<file path="config.mk">
export PLATFORM = sky130hd
export DESIGN_NAME = mux_deglitch
export DESIGN_NICKNAME = d
export VERILOG_FILES = /design/src/rtl/mux_deglitch.sv
export SDC_FILE = /design/constraint.sdc
export NUM_CORES = 1
export LEC_CHECK = 0
export ABC_AREA = 1
export CAP_MARGIN = 10
export CELL_PAD_IN_SITES_DETAIL_PLACEMENT = 2
export CELL_PAD_IN_SITES_GLOBAL_PLACEMENT = 2
export CORE_UTILIZATION = 32
export CTS_BUF_LIST = sky130_fd_sc_hd__clkbuf_2 sky130_fd_sc_hd__clkbuf_4 sky130_fd_sc_hd__clkbuf_8
export DETAILED_ROUTE_END_ITERATION = 12
export GPL_TIMING_DRIVEN = 0
export PLACE_DENSITY = 0.85
export SETUP_SLACK_MARGIN = 0.5
export SYNTH_ARGS = -nofsm -noshare
export SYNTH_HDL_FRONTEND = slang
export SYNTH_SLANG_ARGS = --single-unit
</file>
<file path="constraint.sdc">
create_clock -name clk -period 1.61 [get_ports clk]
set_input_delay 0.483 -clock clk [delete_from_list [all_inputs] [get_ports clk]]
set_output_delay 0.483 -clock clk [all_outputs]
set_load 0.01 [all_outputs]
</file>
<file path="src/rtl/mux_deglitch.sv">
// rtl/mux_deglitch.sv - deglitcher for a gate-level 2:1 mux output
// Synchronizes z_in, then accepts a level change only after it persists for STABLE_CYCLES edges.
module mux_deglitch #(
    parameter int STABLE_CYCLES = 4,
    parameter int CNT_W         = 8
) (
    input  logic             clk,
    input  logic             rst_n,
    input  logic             z_in,
    input  logic             en,
    output logic             q,
    output logic             rise,
    output logic             fall,
    output logic             busy,
    output logic [CNT_W-1:0] glitch_cnt
);

    typedef enum logic [1:0] {
        ST_LOW       = 2'd0,
        ST_PEND_HIGH = 2'd1,
        ST_HIGH      = 2'd2,
        ST_PEND_LOW  = 2'd3
    } state_t;

    localparam logic [3:0] STABLE_N = 4'(STABLE_CYCLES);

    logic             s1_q;
    logic             s2_q;
    state_t           state_q;
    logic [3:0]       cnt_q;
    logic             q_q;
    logic             rise_q;
    logic             fall_q;
    logic             busy_q;
    logic [CNT_W-1:0] glitch_q;

    logic [3:0]       cnt_d;
    logic [CNT_W-1:0] glitch_d;

    assign cnt_d    = cnt_q + 4'd1;
    assign glitch_d = (&glitch_q) ? glitch_q : glitch_q + {{(CNT_W-1){1'b0}}, 1'b1};

    always_ff @(posedge clk or negedge rst_n) begin
        if (!rst_n) begin
            s1_q     <= 1'b0;
            s2_q     <= 1'b0;
            state_q  <= ST_LOW;
            cnt_q    <= 4'd0;
            q_q      <= 1'b0;
            rise_q   <= 1'b0;
            fall_q   <= 1'b0;
            busy_q   <= 1'b0;
            glitch_q <= '0;
        end else begin
            s1_q   <= z_in;
            s2_q   <= s1_q;
            rise_q <= 1'b0;
            fall_q <= 1'b0;
            case (state_q)
                ST_LOW: begin
                    cnt_q <= 4'd0;
                    if (en && s2_q) begin
                        // A one-cycle qualification window accepts immediately.
                        if (STABLE_N == 4'd1) begin
                            state_q <= ST_HIGH;
                            q_q     <= 1'b1;
                            rise_q  <= 1'b1;
                        end else begin
                            state_q <= ST_PEND_HIGH;
                            cnt_q   <= 4'd1;
                            busy_q  <= 1'b1;
                        end
                    end
                end
                ST_PEND_HIGH: begin
                    if (!en) begin
                        state_q <= ST_LOW;
                        cnt_q   <= 4'd0;
                        busy_q  <= 1'b0;
                    end else if (s2_q) begin
                        if (cnt_d == STABLE_N) begin
                            state_q <= ST_HIGH;
                            cnt_q   <= 4'd0;
                            busy_q  <= 1'b0;
                            q_q     <= 1'b1;
                            rise_q  <= 1'b1;
                        end else begin
                            cnt_q <= cnt_d;
                        end
                    end else begin
                        state_q  <= ST_LOW;
                        cnt_q    <= 4'd0;
                        busy_q   <= 1'b0;
                        glitch_q <= glitch_d;
                    end
                end
                ST_HIGH: begin
                    cnt_q <= 4'd0;
                    if (en && !s2_q) begin
                        if (STABLE_N == 4'd1) begin
                            state_q <= ST_LOW;
                            q_q     <= 1'b0;
                            fall_q  <= 1'b1;
                        end else begin
                            state_q <= ST_PEND_LOW;
                            cnt_q   <= 4'd1;
                            busy_q  <= 1'b1;
                        end
                    end
                end
                ST_PEND_LOW: begin
                    if (!en) begin
                        state_q <= ST_HIGH;
                        cnt_q   <= 4'd0;
                        busy_q  <= 1'b0;
                    end else if (!s2_q) begin
                        if (cnt_d == STABLE_N) begin
                            state_q <= ST_LOW;
                            cnt_q   <= 4'd0;
                            busy_q  <= 1'b0;
                            q_q     <= 1'b0;
                            fall_q  <= 1'b1;
                        end else begin
                            cnt_q <= cnt_d;
                        end
                    end else begin
                        state_q  <= ST_HIGH;
                        cnt_q    <= 4'd0;
                        busy_q   <= 1'b0;
                        glitch_q <= glitch_d;
                    end
                end
                default: begin
                    state_q <= ST_LOW;
                    cnt_q   <= 4'd0;
                    busy_q  <= 1'b0;
                end
            endcase
        end
    end

    assign q          = q_q;
    assign rise       = rise_q;
    assign fall       = fall_q;
    assign busy       = busy_q;
    assign glitch_cnt = glitch_q;

endmodule

</file>
==> flow_summary.yaml, run 1 <==
yosys:
  syn_area_per_cell_um2: 7.853
  yosysUniqueCellTypes: 20
  muxShareOfSynthArea: 0
  synth-adder-area-share: 0.03567
  synth_edf_count: 0
  syn_inst: 134
  synth_most_common_cell: "nand2_1"
  yosys_warnings: 0
  synth_area_mm2: 0.001052
  synthXorXnorAreaFrac: 0.03329
  ys.flop_type: "dfrtp_1"
  syn_nets: 141
  synth_area_leaders: "dfrtp_1 (48%), nand2_1 (19%), inv_1 (6.8%)"
  synthSimpleGateAreaFrac: 0.3139
  synth_top_family_by_area: "simple AND/OR/NAND/NOR gates"
  async_flop_share: 1.000
  ys_ff_latch: 20
  synth_top_area_cell: "dfrtp_1"
  synthTopCellsByCount: "nand2_1 (53), dfrtp_1 (20), inv_1 (19)"
  synth_top_area_share: 0.4756
  ys_seq_area_frac: 0.4756
  synth-compound-area-share: 0.06302
floorplan:
  row_count: 20
  initial_utilization: 0.3419
  boundaryPins: 16
  fp.dieW_um: 59.35
  die_height_um: 59.35
clock_network:
  clockRootBuffer: "clkbuf_4"
  cts_buffers: 3
  cts_hold_buf: 0
  clock_path_buffers: 2
  cts_htree_levels: 1
  cts_sinks: 20
placement:
  portBuffers: 15
  gp_congestion: 0.7444
  place_area_mm2: 0.001265
  post-dp-hpwl_mm: 2.038
outcome:
  toolErrorMsg: "[ERROR DPL-0033] detailed placement checks failed during check placement."
  status: "aborted with a tool error"
  stop_stage: "5_1_grt"
grt:
  antenna_found_initial: 0
  grt_start_max_net_pins: 21
timing:
  endpoint_type: "register input"
  crit_endpoint: "glitch_cnt[1]$_DFFE_PN0P_/D"
==> kinds of logic after synthesis <==
kind of cell | count (synthesis)
buf+inv | 20
flops | 20
compound gates | 10
xor+xnor | 4
simple gates | 77
fa+ha+maj | 3
==> what timing repair did <==
item | in CTS
buffers inserted | 27
gates cloned | 1
pin swaps | 12
setup endpoints to repair | 50
gates resized for setup | 91
==> metrics by stage <==
stage | hold WS [ns] | setup slack (ns) | TNS (ns) | utilization | instances
floorplan | 0.1874 | 0.2823 | 0 | - | 134
global placement | 0.3318 | -0.1961 | -3.408 | 0.4110 | 193
detailed placement | 0.3515 | -0.2687 | -4.186 | 0.4110 | 193
CTS | 0.3833 | 0.1752 | 0 | 0.5179 | 225
==> run 2: changes to the inputs <==
CELL_PAD_IN_SITES_DETAIL_PLACEMENT = default   (was 2)
CELL_PAD_IN_SITES_GLOBAL_PLACEMENT = default   (was 2)
CORE_AREA = 2 2 63 65   (was default)
CORE_UTILIZATION = default   (was 32)
CTS_BUF_LIST = default   (was sky130_fd_sc_hd__clkbuf_2 sky130_fd_sc_hd__clkbuf_4 sky130_fd_sc_hd__clkbuf_8)
DIE_AREA = 0 0 65 67   (was default)
PLACE_DENSITY = default   (was 0.85)
PLACE_DENSITY_LB_ADDON = 0.15   (was default)
SETUP_SLACK_MARGIN = default   (was 0.5)
==> run 2 against run 1 <==
Net effect:
- the flow now finishes without violations
- synthesized cell count unchanged
- synthesized area unchanged
==> flow_summary.yaml, run 2 <==
routing:
  drtPass1Iterations: 4
  num_vias: 893
  drc: 0
  drt-total-wl_mm: 2.090
  avgRoutedWirePerCell_um: 10.10
  post_drt_via_cell_ratio: 4.314
  drt-initial-drc-count: 22
  antenna_left: 0
clock_network:
  cts_tree: "built"
  cts_htree_levels: 1
  clk_latency_ns: 0.26
  cts_hold_buf: 0
  cts_buffers: 3
  path_clk_slew_ns: 0.08
  clockRootBuffer: "clkbuf_8"
  cts_sinks: 20
  clock_path_buffers: 2
layout:
  layout-drive-gt1-share: 0.1384
  num-nets-final: 167
  final_util: 0.3806
  insertedDiodeCount: 0
  final_common_cell: "nand2_1"
  largest_reg_flops: 8
  area_delta_synth_final_pct: 30.44
  fin_cells: 207
  final_cell_mix: "nand2_1 (51), inv_1 (19), dfrtp_1 (19), dlygate4sd2_1 (12), nor2_1 (8)"
placement:
  portBuffers: 15
  pre_cts_slack_ns: -0.2212
  post-dp-hpwl_mm: 1.478
  placed_cells: 197
  gp_congestion: 0.8631
critical_path:
  critPathLaunchType: "primary input"
  cp_max_fo: 5
  worstSetupPathType: "primary input to flop"
  crit_required_ns: 1.77
  crit_arrival_ns: 1.71
  critPathCaptureType: "flop"
floorplan:
  boundaryPins: 16
  coreArea_mm2: 0.003606
  initial_utilization: 0.2918
  fp.dieW_um: 65
  die_height_um: 67
  row_count: 22
  die_area_mm2: 0.004355
timing:
  worstMarginPinSlew_ns: 0.8919
  maxSlewViolCount: 0
  fin_crit_ns: 1.547
  setup_viol: 0
  fmax_ghz: 0.6463
  skew_ns: 0.003101
  final.setup.worst_slack_ns: 0.06262
  max_slew_margin: 0.4035
  finalCritPeriodShare: 0.9611
  rsz0062_at_grt: "yes"
  finalHoldViolations: 0
hold_path:
  hold_path_class: "flop to flop"
yosys:
  yosysUniqueCellTypes: 20
  synth_area_mm2: 0.001052
  syn_inst: 134
  ys_seq_area_frac: 0.4756
  syn_nets: 141
  synthTopCellsByCount: "nand2_1 (53), dfrtp_1 (20), inv_1 (19)"
  ys.flop_type: "dfrtp_1"
  yosys_warnings: 0
  ys_ff_latch: 20
  synth_top_area_share: 0.4756
  synth_area_leaders: "dfrtp_1 (48%), nand2_1 (19%), inv_1 (6.8%)"
  async_flop_share: 1.000
  synth_edf_count: 0
  synth_most_common_cell: "nand2_1"
  syn_area_per_cell_um2: 7.853
  synth_top_area_cell: "dfrtp_1"
power:
  finalPower_mw: 1.783
  power.static_leakage_nw: 0.7170
  power.density_mw_per_mm2: 1299
  ir_drop_uv: 462.7
outcome:
  status: "finished clean"
grt:
  grt_pass1_wl_mm: 3.870
  grt_pass1_vias: 887
  antenna_found_initial: 0
  gr-total-overflow: 0
  grt_use_total: 0.1162
  grt_start_max_net_pins: 21
job:
  drv_cap: 0
## run 2: cell counts after synthesis
Identical to the previous run, type by type.
## run 2: cells by family (layout without fill, tap and decap cells)
kind of cell / after synthesis / in the layout / share of synthesized area
AO/OA/AOI/OAI: 10 / 10 / 0.06302
XOR/XNOR: 4 / 4 / 0.03330
adder cells (fa/ha/maj): 3 / 3 / 0.03568
buffers and inverters: 20 / 45 / 0.07848
flip-flops: 20 / 20 / 0.4756
AND/OR/NAND/NOR: 77 / 77 / 0.3139
## run 2: repair_timing
item / in CTS / in global routing
buffers inserted: 6 / 0
setup endpoints to repair: 12 / 3
resized for setup: 12 / 4
gates cloned: 0 / 0
## run 2: path summary, 6_finish.rpt
path,start,end,slack (ns),cells past startpoint
min in group asynchronous,rst_n,busy$_DFFE_PN0P_,0.72,1
worst max register to register,cnt_q[0]$_DFF_PN0_,state_q[1]$_DFFE_PN0P_,0.14,9
worst min-delay path,s1_q$_DFF_PN0_,s2_q$_DFF_PN0_,0.35,0
worst max-delay path,en,state_q[1]$_DFFE_PN0P_,0.06,8
worst min register to register,s1_q$_DFF_PN0_,s2_q$_DFF_PN0_,0.35,0
max in group asynchronous,rst_n,cnt_q[0]$_DFF_PN0_,0.29,1
## run 2: report_power, final
group	switching, mW	internal, mW
combinational	0.323	0.248
sequential	0.0995	0.597
clock	0.183	0.332
total	0.605	1.18
## run 2: area by class of cell
type | instances | area, um^2
plain buffers | 1 | 11.26
repair buffers | 21 | 180.2
clock inverters | 1 | 30.03
multi-input cells | 94 | 476.7
inverters | 19 | 71.32
flip-flops and latches | 20 | 501.7
clock buffers | 3 | 41.29
well taps | 48 | 60.06
fillers | 370 | 2233
## run 2: critical path, stage by stage
cell	delay (ns)
clkdlybuf4s50_1	0.54
inv_1	0.14
o21ai_0	0.17
o21ai_0	0.10
inv_1	0.11
nand2_1	0.06
nand2_1	0.05
nand2_1	0.05
## run 2: per-layer routing
metal  vias to the layer above  global-route usage  wire length [um]  part of all wire
li1                        467                   -                 -                 -
met1                       411              0.1526              1078              0.52
met2                        11              0.1830               914              0.44
met3                         4             0.02027                59             0.028
met4                         0             0.05851                37             0.018
met5                         -                   0                 0                 0
## run 2: metrics by stage
stage | instance area (um^2) | hold WS (ns) | setup TNS, ns
global placement | 1262 | 0.3382 | -2.627
floorplan | 1052 | 0.1874 | 0
global route | 1373 | 0.3657 | -0.009201
CTS | 1364 | 0.3553 | 0
finish | 1373 | 0.3526 | 0
detailed placement | 1262 | 0.3355 | -3.369
Power figures use the tool's default switching activity.
